[config.mk]
export PLATFORM = sky130hd
export DESIGN_NAME = i4001_rom_arbiter
export DESIGN_NICKNAME = d
export VERILOG_FILES = /design/src/rtl/i4001_rom_arbiter.sv
export SDC_FILE = /design/constraint.sdc
export NUM_CORES = 1
export LEC_CHECK = 0
export ABC_AREA = 1
export CAP_MARGIN = 20
export CORE_ASPECT_RATIO = 0.7
export CORE_UTILIZATION = 39
export CTS_CLUSTER_SIZE = 12
export DETAILED_ROUTE_END_ITERATION = 10
export PLACE_DENSITY = 0.85
export SYNTH_ARGS = -nofsm -noshare
export SYNTH_HDL_FRONTEND = slang
export SYNTH_SLANG_ARGS = --single-unit
export TNS_END_PERCENT = 100
[constraint.sdc]
create_clock -name sysclk -period 1.5 [get_ports sysclk]
set_input_delay 0.3 -clock sysclk [delete_from_list [all_inputs] [get_ports sysclk]]
set_output_delay 0.3 -clock sysclk [all_outputs]
set_load 0.005 [all_outputs]
[src/rtl/i4001_rom_arbiter.sv]
// Arbitrates the single-port i4001 ROM RAM between CPU fetch and host loader/debug access.
// Define I4001_ROM_WRPROT_EN to add wr_protect/host_err for blocking host writes.
module i4001_rom_arbiter #(
  parameter int ADDR_W        = 12,
  parameter int DATA_W        = 8,
  parameter int STABLE_CYCLES = 2
) (
  input  logic              sysclk,
  input  logic              poc_n,
  input  logic [ADDR_W-1:0] cpu_addr,
  output logic [DATA_W-1:0] cpu_data,
  input  logic              host_req,
  input  logic              host_we,
  input  logic [ADDR_W-1:0] host_addr,
  input  logic [DATA_W-1:0] host_wdata,
  output logic              host_gnt,
  output logic [DATA_W-1:0] host_rdata,
  output logic              host_rvalid,
`ifdef I4001_ROM_WRPROT_EN
  input  logic              wr_protect,
  output logic              host_err,
`endif
  output logic [ADDR_W-1:0] ram_addr,
  output logic              ram_we,
  output logic [DATA_W-1:0] ram_wdata,
  input  logic [DATA_W-1:0] ram_rdata
);

  // state | meaning
  // CPU   | RAM serves cpu_addr; steal allowed once address is stable
  // HOST  | RAM serves the host access for one cycle (host_gnt)
  // RSP   | RAM back on cpu_addr; host read data arrives on ram_rdata
  typedef enum logic [1:0] {ST_CPU = 2'd0, ST_HOST = 2'd1, ST_RSP = 2'd2} state_t;

  localparam int CNT_W = $clog2(STABLE_CYCLES + 1);
  localparam logic [CNT_W-1:0] CNT_MAX = CNT_W'(STABLE_CYCLES);

  state_t            state, state_nxt;
  logic [CNT_W-1:0]  stable_cnt;
  logic [ADDR_W-1:0] cpu_addr_q;
  logic              cap_pend;
  logic              rd_pend;
  logic              wr_blocked;

`ifdef I4001_ROM_WRPROT_EN
  assign wr_blocked = wr_protect;
`else
  assign wr_blocked = 1'b0;
`endif

  always_ff @(posedge sysclk or negedge poc_n) begin
    if (!poc_n) state <= ST_CPU;
    else        state <= state_nxt;
  end

  always_comb begin
    state_nxt = state;
    unique case (state)
      ST_CPU:  if (host_req && stable_cnt == CNT_MAX) state_nxt = ST_HOST;
      ST_HOST: state_nxt = ST_RSP;
      ST_RSP:  state_nxt = ST_CPU;
      default: state_nxt = ST_CPU;
    endcase
  end

  always_comb begin
    ram_addr = cpu_addr;
    ram_we   = 1'b0;
    host_gnt = 1'b0;
`ifdef I4001_ROM_WRPROT_EN
    host_err = 1'b0;
`endif
    if (state == ST_HOST) begin
      ram_addr = host_addr;
      ram_we   = host_we && !wr_blocked;
      host_gnt = 1'b1;
`ifdef I4001_ROM_WRPROT_EN
      host_err = host_we && wr_protect;
`endif
    end
  end

  assign ram_wdata = host_wdata;

  // ram_rdata carries a CPU word in every cycle except the one right after HOST,
  // so cap_pend only blocks capture during RSP.
  always_ff @(posedge sysclk or negedge poc_n) begin
    if (!poc_n) begin
      cpu_addr_q  <= '0;
      stable_cnt  <= '0;
      cap_pend    <= 1'b0;
      rd_pend     <= 1'b0;
      cpu_data    <= '0;
      host_rdata  <= '0;
      host_rvalid <= 1'b0;
    end else begin
      cpu_addr_q <= cpu_addr;
      if (state != ST_CPU || state_nxt == ST_HOST || cpu_addr != cpu_addr_q)
        stable_cnt <= '0;
      else if (stable_cnt != CNT_MAX)
        stable_cnt <= stable_cnt + 1'b1;
      cap_pend <= (state != ST_HOST);
      if (cap_pend) cpu_data <= ram_rdata;
      if (state == ST_HOST) rd_pend <= !host_we;
      host_rvalid <= (state == ST_RSP) && rd_pend;
      if (state == ST_RSP && rd_pend) host_rdata <= ram_rdata;
    end
  end

endmodule

# Word-level counts from Yosys, hierarchy flattened
# Index checks and enable logic that the tools add are counted.
# totals
regBits,35
in_bits,44
# classes
n_eq_ne,7
reduce_logical,8
n_mux,7
addsub,1
# op_table
cell,count
12-bit 2-to-1 mux,1
12-bit inequality test,1
2-bit 2-to-1 mux,3
2-bit by 1-bit equality test with 1-bit output (second input constant),2
2-bit equality test (second input constant),2
2-bit case mux with 2 select lines,1
2-bit nonzero test,2
2-bit by 1-bit adder with 2-bit output (second input constant),1
1-bit logical AND,2
2-bit zero test,1
1-bit logical OR,2
1-bit 2-to-1 mux,2
2-bit by 1-bit inequality test with 1-bit output (second input constant),1
2-bit inequality test (second input constant),1
1-bit zero test,1

# Longest topological paths before layout
# Gate-level depths: netlist (run 1).
# logic_depth
depth_word,8
mapped_depth,9
mapped_depth_nobuf,9

# Least setup slack after synthesis (run 1)
# OpenSTA, ideal clock, no wires.
# synth_path
path_kind,register -> output
from,reg state[0]
to,out ram_addr[0]
setup_slack_ps,286
arrival_time_ps,914
required_time_ps,1200
path_stages_with_launch,5
path_buffers,1
cell_sequence,dfrtp_1 inv_1 nor2_4 buf_4 o21ai_0
# synth_via
elab_chain_cells,2
# synth_rtl
item,line,source
"start, declared",38,"state_t state, state_nxt;"
"start signal, assigned",53,else state <= state_nxt;
2-bit by 1-bit equality test with 1-bit output,73,if (state == ST_HOST) begin
12-bit 2-to-1 mux,73,
"end, declared",23,"output logic [ADDR_W-1:0] ram_addr,"
# Every way passes these cells.

# Worst setup path after layout (run 1)
# layout_path
from,reg state[1]
to,out ram_addr[6]
# Same word-level chain as after synthesis.

==> impl_metrics.toml, run 1 <==
[sta]
slew_headroom = 0.661
slew_violations = 0
period_share = 1.15
rsz0062_at_grt = "true"
timing_worst_slew_pin_value_ps = 508
worst_slack_ps = -227
setup_viol = 14
finalCriticalPeriod_ps = 1730
final_hold_viol_count = 0
whs_ps = 454
fmax_mhz = 579
fin_skew_ps = 6.47

[yosys]
synth_nets = 243
synth_cell_types = 19
syn_area_um2 = 1620
ys_seq_area_frac = 0.542
synth_cells = 198
yosysTopAreaCellShare = 0.542
synth_seq_cells = 35
yosys-top-cells-area = "dfrtp_1, nand2_1, inv_1"
yosys_warnings = 0
synth_top_area_cell = "dfrtp_1"
syn_area_per_cell_um2 = 8.16

[detailed_routing]
via_per_inst = 4.47
drc = 0
routed_wl_um = 4490
drt_iter0_markers = 58
antenna_left = 0
wire_per_inst_um = 12.8
first_pass_iters = 4
vias = 1564

[critical_path]
crit_family = "buffers and inverters"
rr_worst_depth = 10
cp_num_cells = 7
path_buf_inv = 4
worst-setup-path-type = "reg2out"
cp-start-kind = "flip-flop"
crit_top_cell = "buf_12"
crit_slowest_cell = "dfrtp_1"
slowest_delay_ps = 410
crit_required_ps = 1200
cp_max_fo = 6
worst_r2r_endpoint = "stable_cnt[1]$_DFFE_PN0P_"
reg2reg_from = "state[0]$_DFF_PN0_"
arrival_ps = 1430
reg2reg_slack_ps = 120
end_kind = "primary output"
worstPathCellList = "nor2_4 -> buf_6 -> buf_12 -> buf_12 -> nand2_4 -> o21ai_1 -> buf_2"

[floorplan]
core_um2 = 3950
start_util = 0.409
die_y_um = 55.8
num_rows = 19
dieArea_um2 = 4410
die_x_um = 78.9
top_level_ports = 83

[cts]
cts.reportedPaths.clkPinSlew_ps = 80
htreeDepth = 2
clk_latency_ps = 290
clock-sinks = 35
clockBufferDepth = 2
clockRootBuffer = "clkbuf_8"
numCtsBuffers = 5
cts_tree = "done"

[placed_design]
gp_congestion = 0.693
dp_hpwl_um = 2790
dpl_worst_slack_ps = -398
io_buffers = 66
placed_area_um2 = 2450

[global_routing]
grt_antenna_before_repair = 0
grt_overflow_total = 0
grt_first_pass_wirelength_um = 7500
grt_max_degree = 18
first_global_vias = 1633
track_usage = 0.225

[power_and_ir_drop]
finalPower_mw = 2.14
p_leak_nw = 1.50
clockPowerShare = 0.399
internal_power_mw = 1.64
swShare = 0.231
power_frac_seq = 0.462
ir_worst_vdd_mv = 0.607
powerDensity_nw_per_um2 = 763
combinationalPowerShare = 0.139
switching_power_mw = 0.494

[worst_hold_path]
min_path_type = "in2async"

[finish]
syn_to_final_growth_pct = 73.6
fin_area_um2 = 2800
antennaDiodeCount = 0
nNetsFinal = 342
drive_gt1_frac = 0.292
fillers = 293

[run]
maxCapViolCount = 0

[outcome]
run_status = "finished with violations"
violations = "negative setup slack"
[cells by family after synthesis]
kind of cell,count (synthesis),synth area share
and+or+nand+nor,84,0.211
buffers and inverters,48,0.141
DFF,35,0.542
AOI/OAI and AO/OA,28,0.0868
xor gates and xnor gates,2,0.0108
adders and majority gates,1,0.00774
[cell type report]
type	instances	area (um2)	area share
Tap cell	52	65.1	0.0232
Sequential cell	35	876	0.312
Inverter	35	136	0.0486
Multi-Input combinational cell	115	631	0.225
Clock inverter	3	43.8	0.0156
Timing Repair Buffer	105	983	0.351
Clock buffer	5	68.8	0.0245
[worst register-to-register path, cell delays in order, from the launching register on]
cell	delay (ps)
dfrtp_1	390
buf_4	130
buf_4	120
buf_4	130
nor2_2	80
nand2_1	60
nor2_1	90
nand2_1	70
nor2_1	80
nand2_1	70
nor2_1	90
[metrics by stage]
stage	TNS, ps	util	cells
floorplan	0	-	198
global placement	-3850	0.620	329
detailed placement	-4160	0.620	329
CTS	-2450	0.689	347
global route	-3770	0.711	350
finish	-2840	0.711	350
[registers in the layout (all words and copies together), names as in the netlist]
name / cells
cap_pend: 1
state: 2
host_rvalid: 1
cpu_addr_q: 12
rd_pend: 1
stable_cnt: 2
cpu_data: 8
host_rdata: 8
[cells in the final DEF (no fill, tap or decap), types with 5 or more instances in the layout]
| cell type | n |
|---|---|
| buf_4 | 31 |
| a21oi_1 | 9 |
| clkdlybuf4s50_1 | 49 |
| o21ai_1 | 10 |
| nand2_4 | 9 |
| inv_1 | 33 |
| nor2_1 | 19 |
| buf_2 | 14 |
| dfrtp_1 | 35 |
| clkbuf_8 | 5 |
| nand2_1 | 46 |
| o21ai_2 | 9 |
[Yosys cell counts]
cell type / n
nand2_1: 58
dfrtp_1: 35
inv_1: 35
nor2_1: 21
o21ai_0: 11
buf_4: 10
a21oi_1: 9
o21ai_1: 8
buf_2: 1
buf_6: 1
clkbuf_2: 1
ha_1: 1
nand3_1: 1
nand3_4: 1
nand4_1: 1
nor2_4: 1
nor3_1: 1
xnor2_1: 1
xor2_1: 1
[power groups by stage]
stage | combinational (mW) | clock [mW] | sequential [mW]
after floorplan | 0.0831 | 0 | 1.00
after global placement | 0.284 | 0 | 1.00
after detailed placement | 0.292 | 0 | 1.01
after CTS | 0.291 | 0.856 | 0.988
after global routing | 0.329 | 0.917 | 0.991
final | 0.297 | 0.854 | 0.988
[worst max-delay path by stage]
stage                     slack (ps)                from      endpoint
after floorplan                  290  state[0]$_DFF_PN0_   ram_addr[0]
after global placement          -390        cpu_addr[11]  ram_addr[11]
after detailed placement        -400        cpu_addr[11]  ram_addr[11]
after CTS                       -200  state[0]$_DFF_PN0_   ram_addr[4]
after global routing            -300  state[0]$_DFF_PN0_   ram_addr[3]
final                           -230  state[1]$_DFF_PN0_   ram_addr[6]
[what timing repair did]
action,CTS,global route
hold endpoints to repair,15,0
endpoints found under the setup margin,14,16
cloned,3,0
hold buffers,1,0
setup buffers,7,3
resized for setup,91,17
pin swaps,2,1
[layer usage]
metal  part of all wire  up-vias  wire [um]  track usage
met2               0.49       38       2210        0.375
met4              0.014        0         61       0.0545
met1               0.45      732       2030        0.285
met3              0.041        6        184       0.0738
li1                   -      788          -            -
met5                  0        -          0            0
No activity file was read; power rests on OpenSTA's default activity.
==> run 2, diff against run 1 <==
- CAP_MARGIN: 20 -> 15
==> results of run 2 <==
Final layout, timing and power as in run 1 (identical DEF).
==> run 3, diff against run 2 <==
- GPL_ROUTABILITY_DRIVEN: unset -> 0
==> results of run 3 <==
Final layout, timing and power as in run 1 (identical DEF).
